### src/rtl/rf_arb_pkg.sv
`default_nettype none
// ============================================================================
// Module      : rf_arb_pkg
// Description : Shared types and default widths for the two-port register
//               file arbiter (state encoding, data/address width defaults).
// Ports       : none (package)
// Revision    : 1.0 - initial release
// ============================================================================
package rf_arb_pkg;

    localparam int unsigned DATA_W_DEF    = 32;
    localparam int unsigned ADDR_W_DEF    = 3;
    localparam int unsigned MAX_BURST_DEF = 4;

    // Arbitration state: free-for-all, or one port holding a lock.
    typedef enum logic [1:0] {
        IDLE = 2'd0,
        OWN0 = 2'd1,
        OWN1 = 2'd2
    } arb_state_e;

endpackage : rf_arb_pkg
`default_nettype wire

### src/rtl/rf_arb_fsm.sv
`default_nettype none
// ============================================================================
// Module      : rf_arb_fsm
// Description : Arbitration core. Holds the lock state, round-robin pointer
//               and burst counter; produces combinational one-hot grants.
// Ports       : clk, reset            - clock, synchronous active-high reset
//               req0_i / req1_i       - pending access requests
//               lock0_i / lock1_i     - request to keep ownership
//               gnt0_o / gnt1_o       - access granted this cycle
// Revision    : 1.0 - initial release
// ============================================================================
module rf_arb_fsm
    import rf_arb_pkg::*;
#(
    parameter int unsigned MAX_BURST = MAX_BURST_DEF
) (
    input  logic clk,
    input  logic reset,
    input  logic req0_i,
    input  logic req1_i,
    input  logic lock0_i,
    input  logic lock1_i,
    output logic gnt0_o,
    output logic gnt1_o
);

    localparam int unsigned CNT_W = $clog2(MAX_BURST + 1);
    localparam logic [CNT_W-1:0] c_MAX = CNT_W'(MAX_BURST);
    localparam logic [CNT_W-1:0] c_ONE = CNT_W'(1);

    arb_state_e       r_state_q, w_state_d;
    logic             r_ptr_q,   w_ptr_d;   // 0: port 0 wins a tie in IDLE
    logic [CNT_W-1:0] r_cnt_q,   w_cnt_d;
    logic             w_gnt0, w_gnt1;

    always_comb begin
        w_gnt0    = 1'b0;
        w_gnt1    = 1'b0;
        w_state_d = r_state_q;
        w_ptr_d   = r_ptr_q;
        w_cnt_d   = r_cnt_q;
        if (!reset) begin
            case (r_state_q)
                IDLE: begin
                    if (req0_i && (!req1_i || !r_ptr_q)) begin
                        w_gnt0  = 1'b1;
                        w_ptr_d = 1'b1;
                        if (lock0_i) begin
                            w_state_d = OWN0;
                            w_cnt_d   = c_ONE;
                        end
                    end else if (req1_i) begin
                        w_gnt1  = 1'b1;
                        w_ptr_d = 1'b0;
                        if (lock1_i) begin
                            w_state_d = OWN1;
                            w_cnt_d   = c_ONE;
                        end
                    end
                end
                OWN0: begin
                    // Owner keeps the port until its burst is spent, but only
                    // yields once the other port is actually waiting.
                    if (req0_i && ((r_cnt_q < c_MAX) || !req1_i)) begin
                        w_gnt0 = 1'b1;
                        if (!lock0_i) begin
                            w_state_d = IDLE;
                            w_cnt_d   = '0;
                        end else if (r_cnt_q < c_MAX) begin
                            w_cnt_d = r_cnt_q + c_ONE;
                        end
                    end else if (req1_i) begin
                        w_gnt1    = 1'b1;
                        w_state_d = IDLE;
                        w_cnt_d   = '0;
                        w_ptr_d   = 1'b0;
                    end
                end
                OWN1: begin
                    if (req1_i && ((r_cnt_q < c_MAX) || !req0_i)) begin
                        w_gnt1 = 1'b1;
                        if (!lock1_i) begin
                            w_state_d = IDLE;
                            w_cnt_d   = '0;
                        end else if (r_cnt_q < c_MAX) begin
                            w_cnt_d = r_cnt_q + c_ONE;
                        end
                    end else if (req0_i) begin
                        w_gnt0    = 1'b1;
                        w_state_d = IDLE;
                        w_cnt_d   = '0;
                        w_ptr_d   = 1'b1;
                    end
                end
                default: begin
                    w_state_d = IDLE;
                    w_cnt_d   = '0;
                end
            endcase
        end
    end

    always_ff @(posedge clk) begin
        if (reset) begin
            r_state_q <= IDLE;
            r_ptr_q   <= 1'b0;
            r_cnt_q   <= '0;
        end else begin
            r_state_q <= w_state_d;
            r_ptr_q   <= w_ptr_d;
            r_cnt_q   <= w_cnt_d;
        end
    end

    assign gnt0_o = w_gnt0;
    assign gnt1_o = w_gnt1;

endmodule : rf_arb_fsm
`default_nettype wire

### src/rtl/rf_arbiter.sv
`default_nettype none
// ============================================================================
// Module      : rf_arbiter
// Description : Two-port arbiter in front of a single-write/single-read
//               register file. One access per cycle; reads return registered
//               data with one cycle of latency.
// Ports       : clk, reset                - clock, synchronous active-high reset
//               req/we/addr/wdata/lock 0/1 - per-port access request
//               gnt0/gnt1                 - access performed this cycle
//               rvalid0/1, rdata0/1       - read response (1-cycle pulse)
//               rf_we/rf_wAddr/rf_wData   - register file write port
//               rf_rAddr/rf_rData         - register file read port
// Revision    : 1.0 - initial release
// ============================================================================
module rf_arbiter
    import rf_arb_pkg::*;
#(
    parameter int unsigned DATA_W    = DATA_W_DEF,
    parameter int unsigned ADDR_W    = ADDR_W_DEF,
    parameter int unsigned MAX_BURST = MAX_BURST_DEF
) (
    input  logic              clk,
    input  logic              reset,
    input  logic              req0,
    input  logic              req1,
    input  logic              we0,
    input  logic              we1,
    input  logic [ADDR_W-1:0] addr0,
    input  logic [ADDR_W-1:0] addr1,
    input  logic [DATA_W-1:0] wdata0,
    input  logic [DATA_W-1:0] wdata1,
    input  logic              lock0,
    input  logic              lock1,
    output logic              gnt0,
    output logic              gnt1,
    output logic              rvalid0,
    output logic              rvalid1,
    output logic [DATA_W-1:0] rdata0,
    output logic [DATA_W-1:0] rdata1,
    output logic              rf_we,
    output logic [ADDR_W-1:0] rf_wAddr,
    output logic [DATA_W-1:0] rf_wData,
    output logic [ADDR_W-1:0] rf_rAddr,
    input  logic [DATA_W-1:0] rf_rData
);

    logic              w_gnt0, w_gnt1;
    logic              w_rd0, w_rd1, w_wr0, w_wr1;
    logic              r_rvalid0_q, r_rvalid1_q;
    logic [DATA_W-1:0] r_rdata0_q, r_rdata1_q;

    rf_arb_fsm #(
        .MAX_BURST (MAX_BURST)
    ) u_fsm (
        .clk     (clk),
        .reset   (reset),
        .req0_i  (req0),
        .req1_i  (req1),
        .lock0_i (lock0),
        .lock1_i (lock1),
        .gnt0_o  (w_gnt0),
        .gnt1_o  (w_gnt1)
    );

    assign w_wr0 = w_gnt0 &  we0;
    assign w_rd0 = w_gnt0 & ~we0;
    assign w_wr1 = w_gnt1 &  we1;
    assign w_rd1 = w_gnt1 & ~we1;

    // Unused register file fields are forced to zero so the bus is quiet
    // whenever nothing is being accessed.
    always_comb begin
        rf_we    = w_wr0 | w_wr1;
        rf_wAddr = '0;
        rf_wData = '0;
        rf_rAddr = '0;
        if (w_wr0) begin
            rf_wAddr = addr0;
            rf_wData = wdata0;
        end else if (w_wr1) begin
            rf_wAddr = addr1;
            rf_wData = wdata1;
        end
        if (w_rd0) begin
            rf_rAddr = addr0;
        end else if (w_rd1) begin
            rf_rAddr = addr1;
        end
    end

    always_ff @(posedge clk) begin
        if (reset) begin
            r_rvalid0_q <= 1'b0;
            r_rvalid1_q <= 1'b0;
            r_rdata0_q  <= '0;
            r_rdata1_q  <= '0;
        end else begin
            r_rvalid0_q <= w_rd0;
            r_rvalid1_q <= w_rd1;
            if (w_rd0) begin
                r_rdata0_q <= rf_rData;
            end
            if (w_rd1) begin
                r_rdata1_q <= rf_rData;
            end
        end
    end

    // A reset arriving right after a read swallows the pending valid pulse.
    assign rvalid0 = r_rvalid0_q & ~reset;
    assign rvalid1 = r_rvalid1_q & ~reset;
    assign rdata0  = r_rdata0_q;
    assign rdata1  = r_rdata1_q;
    assign gnt0    = w_gnt0;
    assign gnt1    = w_gnt1;

endmodule : rf_arbiter
`default_nettype wire

### config.mk
export PLATFORM = sky130hd
export DESIGN_NAME = rf_arbiter
export DESIGN_NICKNAME = d
export VERILOG_FILES = /design/src/rtl/rf_arb_pkg.sv /design/src/rtl/rf_arb_fsm.sv /design/src/rtl/rf_arbiter.sv
export SDC_FILE = /design/constraint.sdc
export NUM_CORES = 1
export LEC_CHECK = 0
export BUFFER_PORTS_ARGS = -buffer_cell sky130_fd_sc_hd__buf_2
export CAP_MARGIN = 5
export CORE_MARGIN = 5
export CORE_UTILIZATION = 40
export DETAILED_ROUTE_END_ITERATION = 12
export PLACE_DENSITY = 0.77
export SYNTH_ARGS = -nofsm -noshare
export SYNTH_HDL_FRONTEND = slang
export SYNTH_HIERARCHICAL = 1
export SYNTH_SLANG_ARGS = --single-unit
### constraint.sdc
create_clock -name clk -period 3.55 [get_ports clk]
set_clock_uncertainty 0.05 [all_clocks]
set_input_delay 0.1775 -clock clk [delete_from_list [all_inputs] [get_ports clk]]
set_output_delay 0.1775 -clock clk [all_outputs]
set_load 0.005 [all_outputs]
==> results.md, run 1 <==
- Run status: complete, no violations
- Drt initial violations: 149
- Inst Count DP: 706
- CTS root buf: clkbuf_8
- NetSw: 0.620 mW
- Die Wd: 101 microns
- Clk sinks: 72
- Final Hold Violating Endpoints: 0
- Setup TNS: 0 ns
- Share of the synthesized area in the top cell type: 0.434
- CTS tree: yes
- CP max stage delay: 0.40 ns
- Largest cells by area after synthesis: dfxtp_1, nand2_1, a22o_1, a21oi_1, buf_2
- Placer Congestion: 0.935
- Starting Density: 0.408
- Post-DP Area: 0.00438 sq mm
- Busiest layer in global routing: met2
- Total gr overflow: 0
- Final Routed Wirelength: 11,100 microns
- Slew Limit Fails: 0
- Worst hold slack: 0.0219 ns
- DRC Markers: 0
- PortBufs: 216
- Pre-CTS setup slack: 0.723 ns
- Worst setup EP type: primary output
- Worst path cell trace: inv_1 -> ha_1 -> a21boi_1 -> o2bb2ai_1 -> a211oi_2 -> nand2_1 -> nor2_8 -> a22o_1 -> buf_2
- Global Route met2 Usage: 0.359
- Sw Share: 0.290
- P&R area growth vs syn: 39.3%
- RSZ-0062 raised after global routing: no
- Antenna violations before repair: 2
- Layout Cells excl Fill: 725
- Number of synthesized flops with an enable pin: 0
- Core Util, Final: 0.569
- Synth area leader: dfxtp_1
- Minimum clock period: 3.08 ns
- Synthesized area: 0.00332 sq mm
- Tcrit/Tclk final: 0.868
- Full die area: 0.0102 sq mm
- WP buf/inv: 2
- Crit Path Class: reg -> out
- Post-synth ARST share: 0
- Worst vdd ir: 0.000156 V
- Max-cap viol count: 0
- Die Y: 101 microns
- Min-delay worst type: in -> reg
- CP Max Fanout: 35
- Post-synthesis sequential area ratio: 0.434
- Internal cell power: 1.51 mW
- CTS Buffer Depth: 2
- Total power: 2.13 mW
- Worst Path Arrival: 2.85 ns
- Final setup vio count: 0
- Final Cell Area: 0.00463 sq mm
- Fmax: 325 MHz
- Vias in the first global route: 3,533
- Hpwl dp: 8370 microns
- Mean post-synth cell area: 8.04 sq um
- Layout cells sized above 1: 0.403
- Setup crit start kind: register
- Pwr dens: 461 mW/mm^2
- Postcts setup bufs: 0
- Final net count: 728
- Clk_lat worst skew: 0.34 ns
- Post-DR wirelength/cell: 15.3 microns
- First-pass GRT wire length: 16,800 microns
- Slowest-stage cell, CP: nor2_8
- Distinct cells, synth: 41
- ANT nets after route: 0
- Yosys warns: 6
- CORE AREA: 0.00813 sq mm
- Sequential Power Share: 0.419
- Critical Path RT: 3.32 ns
- Leakage power: 2.25 nW
- Critical path's top delay family: compound AO/OA/AOI/OAI gates
- Met1 Usage GRT: 0.234
- Final setup margin: 0.470 ns
- Seq cells post-synth: 72
- Drt pass-1 iters: 4
- GRT Resource Usage Total: 0.206
- I/O Pins: 217
- Global-route met3 utilization: 0.0630
- Post-synth top flop: dfxtp_1
- Via-per-instance ratio: 5.08
- Clk network pwr share: 0.341
- Max_slew headroom: 0.503
- Worst-Margin Slew: 0.746 ns
- Largest net degree at the start of global routing: 78
- Syn nets: 528
- Cells after Synth: 413
- H-tree level count: 3
- Cts bufs inserted: 9
- Num rows: 33
- Share of total power in combinational logic: 0.240
- Vias: 3,680
- Clock slew at reported path FFs: 0.07 ns
[tightest hold or removal path, stage by stage]
cell	delay, ns
buf_2	0.10
nand2_1	0.05
a21oi_1	0.05
[layout make-up]
class	count	area, sq um
fill	752	3510
timing repair buffer	223	1140
clock inverter	6	90.1
inverter	3	11.3
antenna	2	5.00
tap	105	131
multi-input combinational	304	1670
clock buffer	10	138
sequential	72	1440
[path summary, 6_finish.rpt]
kind / start / to / slack (ns) / depth (start not counted)
hold / removal: rf_rData[23] / rdata1[23] / 0.02 / 3
setup reg to reg: u_fsm/r_state_q[0] / rdata1[31] / 1.10 / 9
setup / recovery: u_fsm/r_state_q[0] / rf_wData[1] / 0.47 / 9
hold reg to reg: rdata0[16] / rdata0[16] / 0.40 / 2
[layer usage]
metal,share of wire,vias up
li1,-,1807
met1,0.38,1683
met2,0.51,176
met3,0.092,14
met4,0.018,0
met5,0,-
[cells in the final DEF, fill, tap and decap left out, types with 2 or more instances in the layout]
master     netlist  layout
or2_2            2       2
nand3b_1         2       2
nor3_1           3       3
nor2_1           9       9
nor2b_1          5       3
buf_4            3       6
nand2_1        134     134
a22o_1          39      39
nor2b_2          0       2
dfxtp_1         72      72
buf_2           20     216
o32ai_1          2       2
ha_1             5       5
o2bb2ai_1        2       2
clkbuf_8         0      10
mux2i_1          2       2
a21oi_1         68      68
bufinv_16        0       2
inv_1            3       3
inv_6            0       2
nand2b_1         9       9
diode_2          0       2
a31oi_1          2       2
[power groups by stage]
stage	clock network (mW)	logic, mW	registers (mW)
floorplan	0	0.309	0.911
global placement	0	0.499	0.910
detailed placement	0	0.509	0.912
CTS	0.747	0.513	0.894
global route	0.784	0.568	0.900
finish	0.728	0.512	0.894
[synth_stat cells (2+ instances only)]
| library cell | instances |
|---|---|
| nand2_1 | 134 |
| nand2b_1 | 9 |
| buf_2 | 20 |
| buf_4 | 3 |
| inv_1 | 3 |
| a22o_1 | 39 |
| buf_8 | 3 |
| a31oi_1 | 2 |
| dfxtp_1 | 72 |
| o2bb2ai_1 | 2 |
| nor2b_1 | 5 |
| o32ai_1 | 2 |
| a21oi_1 | 68 |
| clkbuf_1 | 6 |
| nor3_1 | 3 |
| or2_2 | 2 |
| mux2i_1 | 2 |
| nand3b_1 | 2 |
| a211oi_1 | 2 |
| nor2_1 | 9 |
| ha_1 | 5 |
[kinds of logic after synthesis]
kind of cell	share of synthesized area
AND/OR/NAND/NOR	0.225
multiplexers	0.0105
adder cells (fa/ha/maj)	0.0188
buffers and inverters	0.0652
flip-flops	0.434
AO/OA/AOI/OAI	0.246
[state kept, by name, indices dropped and copies added (netlist names)]
signal and cells:
rdata0 32, r_rvalid0_q 1, u_fsm/r_cnt_q 3, u_fsm/r_ptr_q 1, r_rvalid1_q 1, u_fsm/r_state_q 2, rdata1 32
[repair_timing]
| action | in CTS | in global routing |
|---|---|---|
| hold buffers | 1 | 0 |
| resized for setup | 0 | 1 |
| endpoints found under the setup margin | 0 | 1 |
| endpoints found under the hold margin | 1 | 0 |
Power figures use the tool's default switching activity.
==> inputs of run 2 (changes only) <==
CORE_UTILIZATION = 38   (was 40)
PLACE_DENSITY = 0.76   (was 0.77)
clock period = 2.5 ns   (was 3.55 ns; I/O delays follow)
==> results.md, run 2 (same netlist as run 1, synthesis figures left out) <==
- Clk sinks: 72
- Clk network pwr share: 0.316
- Clock slew at reported path FFs: 0.08 ns
- Post-DR wirelength/cell: 16.5 microns
- Drt initial violations: 165
- Min-delay worst type: in -> reg
- RSZ-0062 raised after global routing: yes
- Num rows: 34
- Most frequent cells in the layout: buf_2, nand2_1, dfxtp_1
- Antenna violations before repair: 2
- Critical Path RT: 2.33 ns
- Largest net degree at the start of global routing: 78
- Fmax: 411 MHz
- Pre-CTS setup slack: 0.00590 ns
- Minimum clock period: 2.44 ns
- Commonest non-fill, non-tap cell in the layout: buf_2
- Max_slew headroom: 0.483
- First-pass GRT wire length: 18,700 microns
- GRT Resource Usage Total: 0.227
- Pwr dens: 614 mW/mm^2
- CORE AREA: 0.00864 sq mm
- Clk_lat worst skew: 0.34 ns
- Setup TNS: 0 ns
- CTS root buf: clkbuf_8
- Share of total power in combinational logic: 0.285
- Tcrit/Tclk final: 0.974
- Multi-input logic area: 0.00178 sq mm
- DRC Markers: 0
- Final setup vio count: 0
- Drt pass-1 iters: 5
- Fill count: 789
- Total power: 3.20 mW
- Via-per-instance ratio: 5.08
- Core Util, Final: 0.603
- Sequential Power Share: 0.399
- Starting Density: 0.385
- Slew Limit Fails: 0
- Worst setup EP type: primary output
- I/O Pins: 217
- Vias: 3,940
- Vias in the first global route: 3,952
- Cts bufs inserted: 9
- Run status: complete, no violations
- Final Hold Violating Endpoints: 0
- Worst vdd ir: 0.000271 V
- CP Max Fanout: 17
- Worst Path Arrival: 2.26 ns
- Full die area: 0.0107 sq mm
- Layout cells sized above 1: 0.417
- Placer Congestion: 0.948
- Final Routed Wirelength: 12,800 microns
- Final setup margin: 0.0645 ns
- Final net count: 775
- Sw Share: 0.298
- PortBufs: 216
- Total gr overflow: 0
- Internal cell power: 2.24 mW
- ANT nets after route: 0
- Reg2Reg Setup Slack: 0.32 ns
- CTS Buffer Depth: 2
- Setup crit start kind: register
- FF/Latch Area: 0.00145 sq mm
- Die Y: 103 microns
- Crit Path Class: reg -> out
- Leakage power: 2.48 nW
- Hpwl dp: 8790 microns
- P&R area growth vs syn: 56.8%
- Max-cap viol count: 0
- NetSw: 0.952 mW
- Die Wd: 103 microns
- H-tree level count: 3
- CTS tree: yes
- Worst-Margin Slew: 0.775 ns
## run 2: path summary, 6_finish.rpt
check / start / to / cells past startpoint
min reg2reg: rdata1[3] / rdata1[3] / 2
max: u_fsm/r_state_q[1] / rf_wData[9] / 8
min: reset / u_fsm/r_cnt_q[0] / 3
max reg2reg: u_fsm/r_state_q[1] / rdata1[6] / 8
## run 2: worst max-delay path, cell delays in order, from the launching register on
cell and delay [ns]:
dfxtp_4 0.37, ha_1 0.24, or2_4 0.30, a211oi_4 0.31, nand2_4 0.18, nor2_4 0.13, buf_12 0.15, a22o_1 0.13
buf_2 0.11
## run 2: area by class of cell
| class | instances | area share |
|---|---|---|
| sequential | 72 | 0.278 |
| inverter | 3 | 0.00216 |
| timing repair buffer | 266 | 0.308 |
| tap | 108 | 0.0259 |
| antenna | 2 | 0.000961 |
| clock buffer | 9 | 0.0238 |
| multi-input combinational | 308 | 0.343 |
| clock inverter | 7 | 0.0185 |
## run 2: stage by stage
stage	std cells	instance area, sq um	hold WS [ns]
final	775	5210	0.107
after global routing	775	5210	0.100
after global placement	714	4440	0.326
after floorplan	413	3320	0.211
after CTS	772	5130	0.100
after detailed placement	714	4440	0.334
## run 2: layer usage
| metal | track usage | vias up | routed length [microns] |
|---|---|---|---|
| met5 | 0 | - | 0 |
| met4 | 0.110 | 0 | 513 |
| met3 | 0.0738 | 35 | 1110 |
| met2 | 0.405 | 193 | 6560 |
| met1 | 0.240 | 1805 | 4580 |
| li1 | - | 1907 | - |
## run 2: repair_timing
item                                    CTS  global route
gates resized for setup                  12            14
endpoints found under the hold margin    64             0
endpoints found under the setup margin   38            39
gates cloned                              4             0
hold buffers                             32             0
setup buffers                             6             1
pin swaps                                 9            11
## run 2: power groups by stage
stage	Combinational, mW	Sequential (mW)	Clock (mW)
4_1_cts	0.866	1.27	1.04
6_report	0.912	1.27	1.01
3_5_place_dp	0.756	1.29	0
3_3_place_gp	0.739	1.29	0
2_1_floorplan	0.439	1.29	0
5_1_grt	0.992	1.28	1.10
==> inputs of run 3 (changes only) <==
RECOVER_POWER = 100   (was default)
==> results.md, run 3 (same netlist as run 1, synthesis figures left out) <==
- Run status: finished, violations left
- Violated checks: capacitance limit, slew limit
- CP Max Fanout: 17
- Final setup vio count: 0
- Drt initial violations: 130
- Setup crit start kind: register
- Share of total power in combinational logic: 0.283
- Most frequent cells in the layout: buf_2, nand2_1, dfxtp_1
- Total gr overflow: 0
- Core Util, Final: 0.596
- Final net count: 775
- GRT Resource Usage Total: 0.227
- Crit Path Class: reg -> out
- Full die area: 0.0107 sq mm
- Final Hold Violating Endpoints: 0
- Drt pass-1 iters: 5
- Vias: 3,960
- CTS tree: yes
- Num rows: 34
- DRC Markers: 0
- Final Routed Wirelength: 12,800 microns
- Reg2Reg Setup Slack: 0.28 ns
- Hpwl dp: 8790 microns
- Tcrit/Tclk final: 0.979
- CORE AREA: 0.00864 sq mm
- Worst setup EP type: primary output
- Inst Count DP: 714
- PortBufs: 216
- Via-per-instance ratio: 5.11
- Minimum clock period: 2.45 ns
- Layout Cells excl Fill: 775
- First-pass GRT wire length: 18,700 microns
- Max_slew headroom: -0.00253
- Commonest non-fill, non-tap cell in the layout: buf_2
- Die Y: 103 microns
- Starting Density: 0.385
- Post-DR wirelength/cell: 16.5 microns
- Worst Path Arrival: 2.27 ns
- Layout cells sized above 1: 0.350
- P&R area growth vs syn: 55.1%
- RR Startpoint: u_fsm/r_state_q[1]
- Clk_lat worst skew: 0.34 ns
- Worst-Margin Slew: 1.50 ns
- FF-to-FF End: rdata1[6]
- CTS Buffer Depth: 2
- Vias in the first global route: 3,952
- Critical Path RT: 2.33 ns
- Crit path capture: rf_wData[9]
- CTS root buf: clkbuf_8
- Clk sinks: 72
- Reg2reg path depth: 8
- I/O Pins: 217
- Clk network pwr share: 0.317
- Clock slew at reported path FFs: 0.08 ns
- ANT nets after route: 0
- Max-cap viol count: 1
- Largest net degree at the start of global routing: 78
- Antenna violations before repair: 2
- Min-delay worst type: in -> reg
- Sequential Power Share: 0.400
- Worst vdd ir: 0.000272 V
- Cts bufs inserted: 9
- NetSw: 0.956 mW
- Critical Path Start: u_fsm/r_state_q[1]
- Sw Share: 0.300
- H-tree level count: 3
- Leakage power: 2.29 nW
- Placer Congestion: 0.948
- Slew Limit Fails: 77
- Pwr dens: 619 mW/mm^2
- Fmax: 409 MHz
- Internal cell power: 2.23 mW
- Die Wd: 103 microns
- RSZ-0062 raised after global routing: yes
run 3: changes by cell type in the layout (fill, tap and decap cells not counted):
cell,delta
buf_1,+1
clkbuf_1,+43
clkbuf_2,+1
buf_2,-44
buf_4,-1
run 3: worst max-delay path, stage by stage (launching register included):
cell,delay (ns)
dfxtp_4,0.37
ha_1,0.24
or2_4,0.30
a211oi_4,0.32
nand2_4,0.18
nor2_4,0.14
buf_12,0.15
a22o_1,0.13
buf_2,0.11
run 3: metal layers:
| layer | GRT usage | up-vias | share of wire |
|---|---|---|---|
| li1 | - | 1907 | - |
| met1 | 0.240 | 1819 | 0.36 |
| met2 | 0.405 | 199 | 0.51 |
| met3 | 0.0738 | 35 | 0.088 |
| met4 | 0.110 | 0 | 0.042 |
| met5 | 0 | - | 0 |
run 3: per-stage QoR:
step	setup slack (ns)	instance area [sq um]	setup TNS (ns)	hold slack [ns]	power, mW
global placement	0.0967	4440	0	0.326	2.03
detailed placement	0.00590	4440	0	0.334	2.05
global route	-0.115	5150	-2.18	0.0994	3.36
finish	0.0524	5150	0	0.119	3.19
floorplan	0.265	3320	0	0.211	1.73
CTS	-0.00333	5130	-0.00649	0.100	3.17
run 3: repair_timing:
item / CTS / global route
endpoints found under the setup margin: 38 / 39
gates resized for setup: 12 / 14
hold endpoints to repair: 64 / 0
setup buffers: 6 / 1
pin swaps: 9 / 11
cloned: 4 / 0
hold buffers: 32 / 0
run 3: power groups by stage:
stage / Combinational (mW) / Sequential [mW] / Clock [mW]
floorplan: 0.439 / 1.29 / 0
global placement: 0.739 / 1.29 / 0
detailed placement: 0.756 / 1.29 / 0
CTS: 0.866 / 1.27 / 1.04
global route: 0.983 / 1.28 / 1.10
finish: 0.904 / 1.28 / 1.01
run 3: final cells by class:
class                           count  area, sq um
Tap cell                          108          135
Clock inverter                      7         96.3
Fill cell                         809         3490
Sequential cell                    72         1450
Inverter                            3         11.3
Antenna cell                        2         5.00
Timing Repair Buffer              266         1550
Multi-Input combinational cell    308         1780
Clock buffer                        9          124
run 3: worst min-delay path by stage:
stage	startpoint	end	cells after the start
after global routing	reset	u_fsm/r_cnt_q[0]	3
after CTS	reset	u_fsm/r_cnt_q[0]	3
final	reset	u_fsm/r_cnt_q[0]	3
after detailed placement	rf_rData[16]	rdata0[16]	3
after global placement	rf_rData[13]	rdata1[13]	3
after floorplan	rf_rData[0]	rdata0[0]	2
